--- src/rtl/defines.sv ---
// defines: Alu function codes shared by the control path, the Alu and the sequencer
`ifndef DEFINES_SV
`define DEFINES_SV
`define ADD_FN        4'd0
`define SUB_FN        4'd1
`define AND_FN        4'd2
`define OR_FN         4'd3
`define XOR_FN        4'd4
`define MASK_FN       4'd5
`define ADDC_FN       4'd6
`define SUBC_FN       4'd7
`define ADD_SIGNED_FN 4'd8
`endif

--- src/rtl/alu_seq_pkg.sv ---
// alu_seq_pkg: FSM states, legal-function check and wide-to-byte opcode mapping for alu_mp_sequencer
package alu_seq_pkg;
`include "defines.sv"
  typedef enum logic [1:0] {IDLE, EXEC, RESP} state_t;
  function automatic logic fn_legal(input logic [3:0] fn);
    return fn inside {`ADD_FN, `SUB_FN, `AND_FN, `OR_FN, `XOR_FN, `MASK_FN};
  endfunction
  // Every byte of a wide add/sub must consume the chained carry, so use the carry-in variants.
  function automatic logic [3:0] alu_fn_map(input logic [3:0] fn);
    return fn == `ADD_FN ? `ADDC_FN : fn == `SUB_FN ? `SUBC_FN : fn;
  endfunction
endpackage

--- src/rtl/alu_mp_sequencer.sv ---
// alu_mp_sequencer: runs one NBYTES-wide op through the shared 8-bit Alu, one byte per cycle, LSB first
//   req_*  : request handshake, operands, function code and carry-in (sampled only in IDLE)
//   rsp_*  : wide result with carry/borrow, accumulated zero and unsupported-function error
//   alu_*  : byte lanes, carry and opcode to the external Alu, and its combinational result/flags
import alu_seq_pkg::*;
module alu_mp_sequencer #(
  parameter  int NBYTES = 4,
  localparam int W      = 8 * NBYTES,
  localparam int IW     = $clog2(NBYTES)
) (
  input  logic         clk,
  input  logic         rst,
  input  logic         req_valid,
  output logic         req_ready,
  input  logic [3:0]   req_fn,
  input  logic [W-1:0] req_a,
  input  logic [W-1:0] req_b,
  input  logic         req_cin,
  output logic         rsp_valid,
  input  logic         rsp_ready,
  output logic [W-1:0] rsp_data,
  output logic         rsp_cout,
  output logic         rsp_zero,
  output logic         rsp_err,
  output logic [7:0]   alu_in1,
  output logic [7:0]   alu_in2,
  output logic         alu_cin,
  output logic [3:0]   alu_opcode,
  input  logic [7:0]   alu_out,
  input  logic         alu_cout,
  input  logic         alu_z
);
  state_t state, nxt;
  logic [W-1:0] a, b, data;
  logic [3:0] fn;
  logic [IW-1:0] idx;
  logic cin, carry, zacc, err;
  logic exec, arith, last;
  assign exec  = state == EXEC;
  assign arith = fn == `ADD_FN || fn == `SUB_FN;
  assign last  = idx == IW'(NBYTES - 1);
  assign req_ready = state == IDLE;
  assign rsp_valid = state == RESP;
  assign rsp_data  = data;
  // Error responses carry no flags; logic ops never report a carry.
  assign rsp_cout  = carry & arith & ~err;
  assign rsp_zero  = zacc & ~err;
  assign rsp_err   = err;
  always_comb begin
    nxt        = state;
    alu_in1    = '0;
    alu_in2    = '0;
    alu_cin    = 1'b0;
    alu_opcode = `ADD_FN;
    nxt = state == IDLE ? (req_valid ? (fn_legal(req_fn) ? EXEC : RESP) : IDLE)
        : state == EXEC ? (last ? RESP : EXEC)
        : (rsp_ready ? IDLE : RESP);
    if (exec) begin
      alu_in1    = a[idx*8 +: 8];
      alu_in2    = b[idx*8 +: 8];
      alu_cin    = arith ? (idx == '0 ? cin : carry) : 1'b0;
      alu_opcode = alu_fn_map(fn);
    end
  end
  always_ff @(posedge clk or posedge rst) begin
    if (rst) begin
      state <= IDLE;
      a     <= '0;
      b     <= '0;
      fn    <= `ADD_FN;
      cin   <= 1'b0;
      idx   <= '0;
      carry <= 1'b0;
      zacc  <= 1'b0;
      data  <= '0;
      err   <= 1'b0;
    end else begin
      state <= nxt;
      if (req_ready && req_valid) begin
        a     <= req_a;
        b     <= req_b;
        fn    <= req_fn;
        cin   <= req_cin;
        idx   <= '0;
        carry <= 1'b0;
        zacc  <= 1'b1;
        data  <= '0;
        err   <= ~fn_legal(req_fn);
      end else if (exec) begin
        data[idx*8 +: 8] <= alu_out;
        carry <= alu_cout;
        zacc  <= zacc & alu_z;
        idx   <= idx + 1'b1;
      end
    end
  end
endmodule
--- config.mk ---
export PLATFORM = sky130hd
export DESIGN_NAME = alu_mp_sequencer
export DESIGN_NICKNAME = d
export VERILOG_FILES = /design/src/rtl/alu_seq_pkg.sv /design/src/rtl/alu_mp_sequencer.sv
export VERILOG_INCLUDE_DIRS = /design/src /design/src/rtl
export SDC_FILE = /design/constraint.sdc
export NUM_CORES = 1
export LEC_CHECK = 0
export BUFFER_PORTS_ARGS = -buffer_cell sky130_fd_sc_hd__buf_2
export CELL_PAD_IN_SITES_DETAIL_PLACEMENT = 1
export CELL_PAD_IN_SITES_GLOBAL_PLACEMENT = 1
export CORE_MARGIN = 5
export CORE_UTILIZATION = 38
export DETAILED_ROUTE_END_ITERATION = 8
export PLACE_DENSITY_LB_ADDON = 0.1
export SLEW_MARGIN = 0
export SYNTH_ARGS = -nofsm -noshare
export SYNTH_HDL_FRONTEND = slang
export SYNTH_SLANG_ARGS = --single-unit
--- constraint.sdc ---
create_clock -name clk -period 3.61 [get_ports clk]
set_clock_uncertainty 0.1 [all_clocks]
set_input_delay 0.5415 -clock clk [delete_from_list [all_inputs] [get_ports clk]]
set_output_delay 0.5415 -clock clk [all_outputs]
set_load 0.005 [all_outputs]
==> results of run 1 <==
[critical path: stages, from the launching register on]
cell and delay (ps):
dfrtp_1 570, nor2b_2 850, and2_1 270, buf_2 130
[stage by stage]
stage                     std cells  utilization, %  area, um^2  hold WS (ps)
after global placement          615            45.2        5640           362
final                           631            47.5        5920           257
after floorplan                 317               -        4780           349
after CTS                       631            47.5        5920           269
after detailed placement        615            45.2        5640           369
after global routing            631            47.5        5920           292
[kinds of logic (layout without fill, tap and decap cells)]
group / count (synthesis) / count (layout) / synth area share [%]
DFF: 108 / 108 / 56.6
adders and majority gates: 6 / 6 / 1.57
and+or+nand+nor: 48 / 48 / 7.12
buffers and inverters: 23 / 165 / 2.83
AOI/OAI and AO/OA: 47 / 47 / 8.12
muxes: 85 / 85 / 23.8
[per-layer routing]
| metal | share of wire (%) | track usage (%) |
|---|---|---|
| met3 | 6.2 | 4.36 |
| met2 | 50 | 27.0 |
| met4 | 1.3 | 5.25 |
| met5 | 0 | 0 |
| met1 | 42 | 21.3 |
[final cells by class]
class                      instances  area share (%)
multi-input combinational        186            32.8
clock inverter                     1          0.0845
tap                              172            3.63
clock buffer                      15            4.69
timing repair buffer             145            12.9
inverter                           4           0.296
sequential                       108            45.6
[registers in the layout, indices dropped and copies added (netlist names)]
signal    count
idx           2
b            32
zacc          1
rsp_data     32
cin           1
a            32
state         2
fn            4
rsp_err       1
carry         1
[cells in the final DEF, fill, tap and decap left out, types with 2 or more instances in the layout]
cell type  Yosys  routed
a21o_1         2       2
a21oi_1        3       3
a22o_1        16      16
a32o_1        16      16
and2_1        18      18
and3b_1        2       2
buf_12         0       2
buf_2          9     140
buf_4          6       3
clkbuf_1       2       3
clkbuf_16      0       9
clkbuf_8       0       3
dfrtp_1      108     108
ha_1           6       6
inv_1          4       3
mux2_1        20      20
mux2_2        48      48
mux4_2        16      16
nand2_1        7       7
nor2_1         4       4
nor2_2         2       2
nor4b_2        2       2
o21ai_0        7       7
or3_1          2       2
[worst paths after layout]
kind | slack [ps] | startpoint | to
max | 810 | state[0] | alu_in2[7]
min | 260 | rst | b[4]
max reg2reg | 1150 | idx[1] | rsp_data[18]
min reg2reg | 380 | fn[0] | fn[0]
max in group asynchronous | 2430 | rst | a[23]
min in group clk | 280 | rsp_ready | state[1]
[power groups by stage]
stage,clock network (W),logic (W),registers [W]
global route,0.00102,0.00172,0.00206
detailed placement,0,0.00159,0.00201
CTS,0.000976,0.00159,0.00199
finish,0.000939,0.00156,0.00199
floorplan,0,0.00124,0.00188
global placement,0,0.00153,0.00199
==> results.yml, run 1 <==
floorplan:
  rows: 41
  start_util_pct: 38.3
  die_h_um: 122
  core_area_um2: 12500
  io_pins: 141
  die_w_um: 122
  die_area_um2: 14900
sta:
  fmax_mhz: 357
  final_hold_viol_count: 0
  setup_viol: 0
  setup_tns_ps: 0
  worst_slack_ps: 809
  max-slew-margin-rel_pct: 36.9
  maxSlewViolCount: 0
  min_period_ps: 2800
  worstMarginPinSlew_ps: 943
  fin_crit_sh_pct: 77.6
  rsz0062_at_grt: "false"
cts:
  hold_buffers: 0
  cts_tree: "built"
  cts_buffer_depth: 2
  clk_pin_slew_ps: 70
  clkSinkCount: 108
  cts_buffers: 9
  root_buffer: "clkbuf_16"
  clk_latency_ps: 340
  ctsResizeCount: 0
  post_cts_buffers: 0
  cts-htree-levels: 3
place:
  numPortBuffers: 140
  gp_congestion: 0.726
  pre_cts_slack_ps: 1110
  hpwlAfterDp_mm: 8.57
power:
  intPower_w: 0.00311
  p_leak_nw: 2.80
  power_w: 0.00448
  combPwrFrac_pct: 34.7
  max-vdd-ir-drop_mv: 0.276
  power_switching_w: 0.00137
  p_seq_share_pct: 44.3
  p_sw_share_pct: 30.7
  clkPwrFrac_pct: 20.9
  p_per_area_nw_per_um2: 757
yosys:
  synth_top_area_share_pct: 56.6
  synth_commonest_cells: "dfrtp_1 (108), mux2_2 (48), mux2_1 (20)"
  synth-edff-count: 0
  synth_cells: 317
  synth_most_common_cell: "dfrtp_1"
  synth_nets: 406
  yosysWarnings: 0
  synth_cell_types: 36
  async_flop_share_pct: 100
  ys_ff_latch: 108
  synth-main-ff-cell: "dfrtp_1"
  yosysSeqAreaShare_pct: 56.6
  synth.avg_cell_area_um2: 15.1
  synth_area_leaders: "dfrtp_1 (57%), mux2_2 (11%), mux4_2 (7.5%), mux2_1 (4.7%), a32o_1 (3.4%)"
  synth_area_um2: 4780
  yosys.area.top_type: "dfrtp_1"
min_path:
  hold_path.class: "in2async"
routing:
  wl_per_cell_um: 18.7
  ant_nets: 0
  drtPass1Iterations: 4
  drt_iter0_markers: 138
  via_per_inst: 5.02
  routed_wl_mm: 11.8
  num_vias: 3169
  drc: 0
outcome:
  status: "completed"
setup_path:
  arrival_ps: 2160
  cp_max_fo: 22
  cp_data_required_time_ps: 2970
  start_kind: "register"
  critPathKind: "reg2out"
  end_kind: "output port"
  reg2reg_depth: 5
finish:
  seq_area_um2: 2700
  syn_to_final_growth_pct: 24.0
  fin_nets: 543
  multiInputGateArea_um2: 1940
  layout-drive-gt1-share_pct: 50.5
  nFillCells: 1302
  num_antenna_cells: 0
global_route:
  grt_max_degree: 63
  grt_pass1_wl_mm: 18.9
  grt_pass1_vias: 3460
  antenna_found_initial: 0
  overflow: 0
  globalRouteTotalUtil_pct: 16.4
run:
  maxCapViolCount: 0
Power figures use the tool's default switching activity.
==> run 2, diff against run 1 <==
--- a/config.mk
+++ b/config.mk
@@ -10,7 +10,7 @@
 export CELL_PAD_IN_SITES_DETAIL_PLACEMENT = 1
 export CELL_PAD_IN_SITES_GLOBAL_PLACEMENT = 1
 export CORE_MARGIN = 5
-export CORE_UTILIZATION = 38
+export CORE_UTILIZATION = 42
 export DETAILED_ROUTE_END_ITERATION = 8
 export PLACE_DENSITY_LB_ADDON = 0.1
 export SLEW_MARGIN = 0
==> constraint.sdc (replaced) <==
create_clock -name clk -period 2.8 [get_ports clk]
set_clock_uncertainty 0.1 [all_clocks]
set_input_delay 0.42 -clock clk [delete_from_list [all_inputs] [get_ports clk]]
set_output_delay 0.42 -clock clk [all_outputs]
set_load 0.005 [all_outputs]
==> results.yml, run 2 (same netlist as run 1, synthesis figures left out) <==
outcome:
  status: "completed"
place:
  numPortBuffers: 140
  hpwlAfterDp_mm: 8.48
  placed_cells: 592
  gp_congestion: 0.811
power:
  power_w: 0.00586
  p_per_area_nw_per_um2: 984
  max-vdd-ir-drop_mv: 0.549
  p_leak_nw: 2.83
routing:
  ant_nets: 0
  wl_per_cell_um: 18.9
  routed_wl_mm: 11.5
  drtPass1Iterations: 4
  num_vias: 3204
  drc: 0
  drt_iter0_markers: 183
  via_per_inst: 5.26
cts:
  hold_buffers: 1
  cts_buffers: 9
  post_cts_buffers: 0
  cts-htree-levels: 3
  cts_tree: "built"
  clk_pin_slew_ps: 70
  root_buffer: "clkbuf_16"
  ctsResizeCount: 0
  clk_latency_ps: 350
  cts_buffer_depth: 2
  clkSinkCount: 108
setup_path:
  cp_slowest_cell: "dfrtp_1"
  critPathLaunch: "idx[0]"
  slowest_delay_ps: 570
  cp_max_fo: 13
  end_kind: "output port"
  reg2reg_depth: 4
  worstPathCellList: "buf_12 -> mux4_2 -> and2_1 -> buf_2"
  critPathCapture: "alu_in2[7]"
  start_kind: "register"
  r2r-end: "rsp_data[23]"
  critPathKind: "reg2out"
  r2r-start: "idx[0]"
  arrival_ps: 1980
  cp_data_required_time_ps: 2280
  rrSetupSlack_ps: 480
min_path:
  hold_path.class: "in2reg"
floorplan:
  core_area_um2: 11300
  start_util_pct: 42.4
  io_pins: 141
  die_w_um: 117
  die_area_um2: 13600
  die_h_um: 117
  rows: 39
global_route:
  globalRouteTotalUtil_pct: 18.1
  antenna_found_initial: 0
  overflow: 0
  grt_pass1_vias: 3515
  grt_max_degree: 50
  grt_pass1_wl_mm: 18.6
finish:
  final_common_cell: "buf_2"
  num_antenna_cells: 0
  layout_common_cells: "buf_2 (140), dfrtp_1 (108), mux2_2 (48)"
  fin_nets: 550
  nFillCells: 1171
  layout-drive-gt1-share_pct: 51.1
  finalNonFillerCells: 609
  syn_to_final_growth_pct: 24.7
sta:
  setup_viol: 0
  fin_crit_sh_pct: 89.3
  final_hold_viol_count: 0
  fin_hold_ws_ps: 162
  worstMarginPinSlew_ps: 717
  fmax_mhz: 400
  maxSlewViolCount: 0
  min_period_ps: 2500
  setup_tns_ps: 0
  rsz0062_at_grt: "false"
  max-slew-margin-rel_pct: 52.1
run:
  maxCapViolCount: 0
-- run 2: cell types whose count changed in the layout (fill, tap and decap cells not counted) --
cell,delta
clkbuf_8,-2
clkinvlp_4,+2
clkinv_2,-1
inv_4,-1
buf_4,+6
dlygate4sd3_1,+1
clkinv_4,+1
bufinv_16,+1
-- run 2: worst min-delay path by stage --
| stage | from | end | slack, ps | cells after the start |
|---|---|---|---|---|
| global placement | fn[0] | fn[0] | 360 | 1 |
| CTS | rsp_ready | state[1] | 150 | 2 |
| finish | rsp_ready | state[1] | 160 | 2 |
| detailed placement | rst | b[11] | 370 | 2 |
| global route | rsp_ready | state[1] | 160 | 2 |
| floorplan | fn[0] | fn[0] | 350 | 1 |
-- run 2: metrics by stage --
stage          cell area, um^2  worst slack [ps]  util, %
2_1_floorplan             4780               642        -
3_3_place_gp              5650               578     50.1
3_5_place_dp              5650               473     50.1
4_1_cts                   5960               259     52.8
5_1_grt                   5960               184     52.8
6_report                  5960               298     52.8
-- run 2: area by class of cell --
type                    instances  area [um^2]  area share (%)
clock inverters                 3         46.3           0.777
flip-flops and latches        108         2700            45.4
clock buffers                  13          250            4.20
multi-input cells             186         1940            32.6
repair buffers                152          818            13.7
inverters                       4         18.8           0.315
well taps                     143          179            3.00
-- run 2: layer usage --
layer  routed length, um  share of wire [%]  global-route usage [%]  vias to the layer above
met5                   0                  0                       0                        -
met4                 143                1.2                    4.82                        0
met3                 695                6.0                    5.28                       11
met2                5710                 50                    29.7                       83
met1                4980                 43                    23.7                     1641
li1                    -                  -                       -                     1469
-- run 2: power by group --
| group | total (W) | switching [W] | leakage (nW) | internal (W) |
|---|---|---|---|---|
| Sequential | 0.00254 | 0.000363 | 1.34 | 0.00217 |
| Clock | 0.00128 | 0.000555 | 0.140 | 0.000721 |
| Combinational | 0.00205 | 0.000867 | 1.35 | 0.00118 |
-- run 2: worst max-delay path, delay by kind of cell (launching register included) --
kind	cells	cell delay, ps
buf+inv	2	360
simple gates	1	190
flops	1	570
mux	1	510
==> run 3, diff against run 2 <==
--- a/config.mk
+++ b/config.mk
@@ -11,6 +11,7 @@
 export CELL_PAD_IN_SITES_GLOBAL_PLACEMENT = 1
 export CORE_MARGIN = 5
 export CORE_UTILIZATION = 42
+export CTS_BUF_LIST = sky130_fd_sc_hd__clkbuf_16
 export DETAILED_ROUTE_END_ITERATION = 8
 export PLACE_DENSITY_LB_ADDON = 0.1
 export SLEW_MARGIN = 0
==> results.yml, run 3 (same netlist as run 1, synthesis figures left out) <==
min_path:
  hold_path.class: "in2reg"
  worstHoldStart: "rsp_ready"
  holdPathStages: 2
  hold_end: "state[1]"
finish:
  syn_to_final_growth_pct: 24.5
  finalNonFillerCells: 609
  final_area_um2: 5950
  nFillCells: 1172
  num_antenna_cells: 0
  final_common_cell: "buf_2"
  fin_nets: 550
  layout_common_cells: "buf_2 (140), dfrtp_1 (108), mux2_2 (48)"
  layout-drive-gt1-share_pct: 50.9
global_route:
  grt_pass1_wl_mm: 18.6
  grt_max_degree: 50
  globalRouteTotalUtil_pct: 18.1
  overflow: 0
  grt_pass1_vias: 3515
  antenna_found_initial: 0
floorplan:
  rows: 39
  core_area_um2: 11300
  die_h_um: 117
  io_pins: 141
  die_w_um: 117
  start_util_pct: 42.4
  die_area_um2: 13600
power:
  p_leak_nw: 2.84
  p_seq_share_pct: 43.6
  p_sw_share_pct: 30.6
  power_switching_w: 0.00178
  combPwrFrac_pct: 35.2
  p_per_area_nw_per_um2: 979
  clkPwrFrac_pct: 21.3
  power_w: 0.00582
  intPower_w: 0.00404
  max-vdd-ir-drop_mv: 0.552
place:
  placed_cell_area_um2: 5650
  gp_congestion: 0.811
  placed_cells: 592
  hpwlAfterDp_mm: 8.48
  numPortBuffers: 140
setup_path:
  rrSetupSlack_ps: 490
  r2r-start: "idx[0]"
  start_kind: "register"
  cp_max_fo: 13
  cp_data_required_time_ps: 2280
  r2r-end: "rsp_data[23]"
  critPathKind: "reg2out"
  arrival_ps: 1980
  end_kind: "output port"
  reg2reg_depth: 4
sta:
  fmax_mhz: 400
  max-slew-margin-rel_pct: 52.0
  final_hold_viol_count: 0
  worstMarginPinSlew_ps: 718
  min_period_ps: 2500
  maxSlewViolCount: 0
  setup_viol: 0
  fin_crit_sh_pct: 89.3
  fin_hold_ws_ps: 162
  setup_tns_ps: 0
  rsz0062_at_grt: "false"
cts:
  clk_latency_ps: 340
  clkSinkCount: 108
  cts-htree-levels: 3
  cts_buffer_depth: 2
  clk_pin_slew_ps: 70
  root_buffer: "clkbuf_16"
  cts_buffers: 9
  cts_tree: "built"
routing:
  drt_iter0_markers: 184
  via_per_inst: 5.25
  wl_per_cell_um: 18.9
  num_vias: 3198
  routed_wl_mm: 11.5
  drc: 0
  drtPass1Iterations: 4
  ant_nets: 0
outcome:
  status: "completed"
run:
  maxCapViolCount: 0
[run 3: changes by cell type in the layout (fill, tap and decap cells not counted), sizes merged]
| cell | previous run | this run |
|---|---|---|
| inv | 3 | 6 |
| clkbuf | 13 | 9 |
| clkinv | 1 | 2 |
[run 3: worst max-delay path by stage]
stage	cells after the start	startpoint	slack, ps	end
2_1_floorplan	6	idx[1]	640	rsp_data[10]
3_3_place_gp	4	idx[0]	580	rsp_data[17]
3_5_place_dp	4	idx[0]	470	rsp_data[23]
4_1_cts	4	idx[0]	260	alu_in2[7]
5_1_grt	4	idx[0]	180	alu_in1[4]
6_report	4	idx[0]	300	alu_in2[7]
[run 3: power groups by stage]
stage / clock network [W] / logic, W / registers (W)
2_1_floorplan: 0 / 0.00161 / 0.00243
3_3_place_gp: 0 / 0.00202 / 0.00253
3_5_place_dp: 0 / 0.00208 / 0.00257
4_1_cts: 0.00128 / 0.00209 / 0.00254
5_1_grt: 0.00134 / 0.00226 / 0.00262
6_report: 0.00124 / 0.00205 / 0.00254
[run 3: layout make-up]
cell class | count | area, um^2 | share of cell area, %
Sequential cell | 108 | 2700 | 45.4
Multi-Input combinational cell | 186 | 1940 | 32.7
Timing Repair Buffer | 152 | 818 | 13.8
Clock buffer | 9 | 225 | 3.79
Tap cell | 143 | 179 | 3.01
Clock inverter | 7 | 61.3 | 1.03
Inverter | 4 | 18.8 | 0.316
[run 3: layer usage]
metal,vias to the layer above,GRT usage (%),wire (um)
met1,1634,23.7,4960
met5,-,0,0
li1,1468,-,-
met2,85,29.7,5720
met3,11,5.28,699
met4,0,4.82,143
[run 3: critical path, cell delays in order, from the launching register on]
cell	delay [ps]
dfrtp_1	570
buf_12	230
mux4_2	510
and2_1	190
buf_2	130
[run 3: what timing repair did]
action,CTS,global route
setup endpoints to repair,0,0
endpoints found under the hold margin,17,0
buffers inserted,0,0
hold buffers,1,0
gates resized for setup,0,0
[run 3: metrics by stage]
| stage | util, % | setup slack, ps |
|---|---|---|
| floorplan | - | 642 |
| global placement | 50.1 | 578 |
| detailed placement | 50.1 | 473 |
| CTS | 52.8 | 260 |
| global route | 52.8 | 185 |
| finish | 52.8 | 298 |
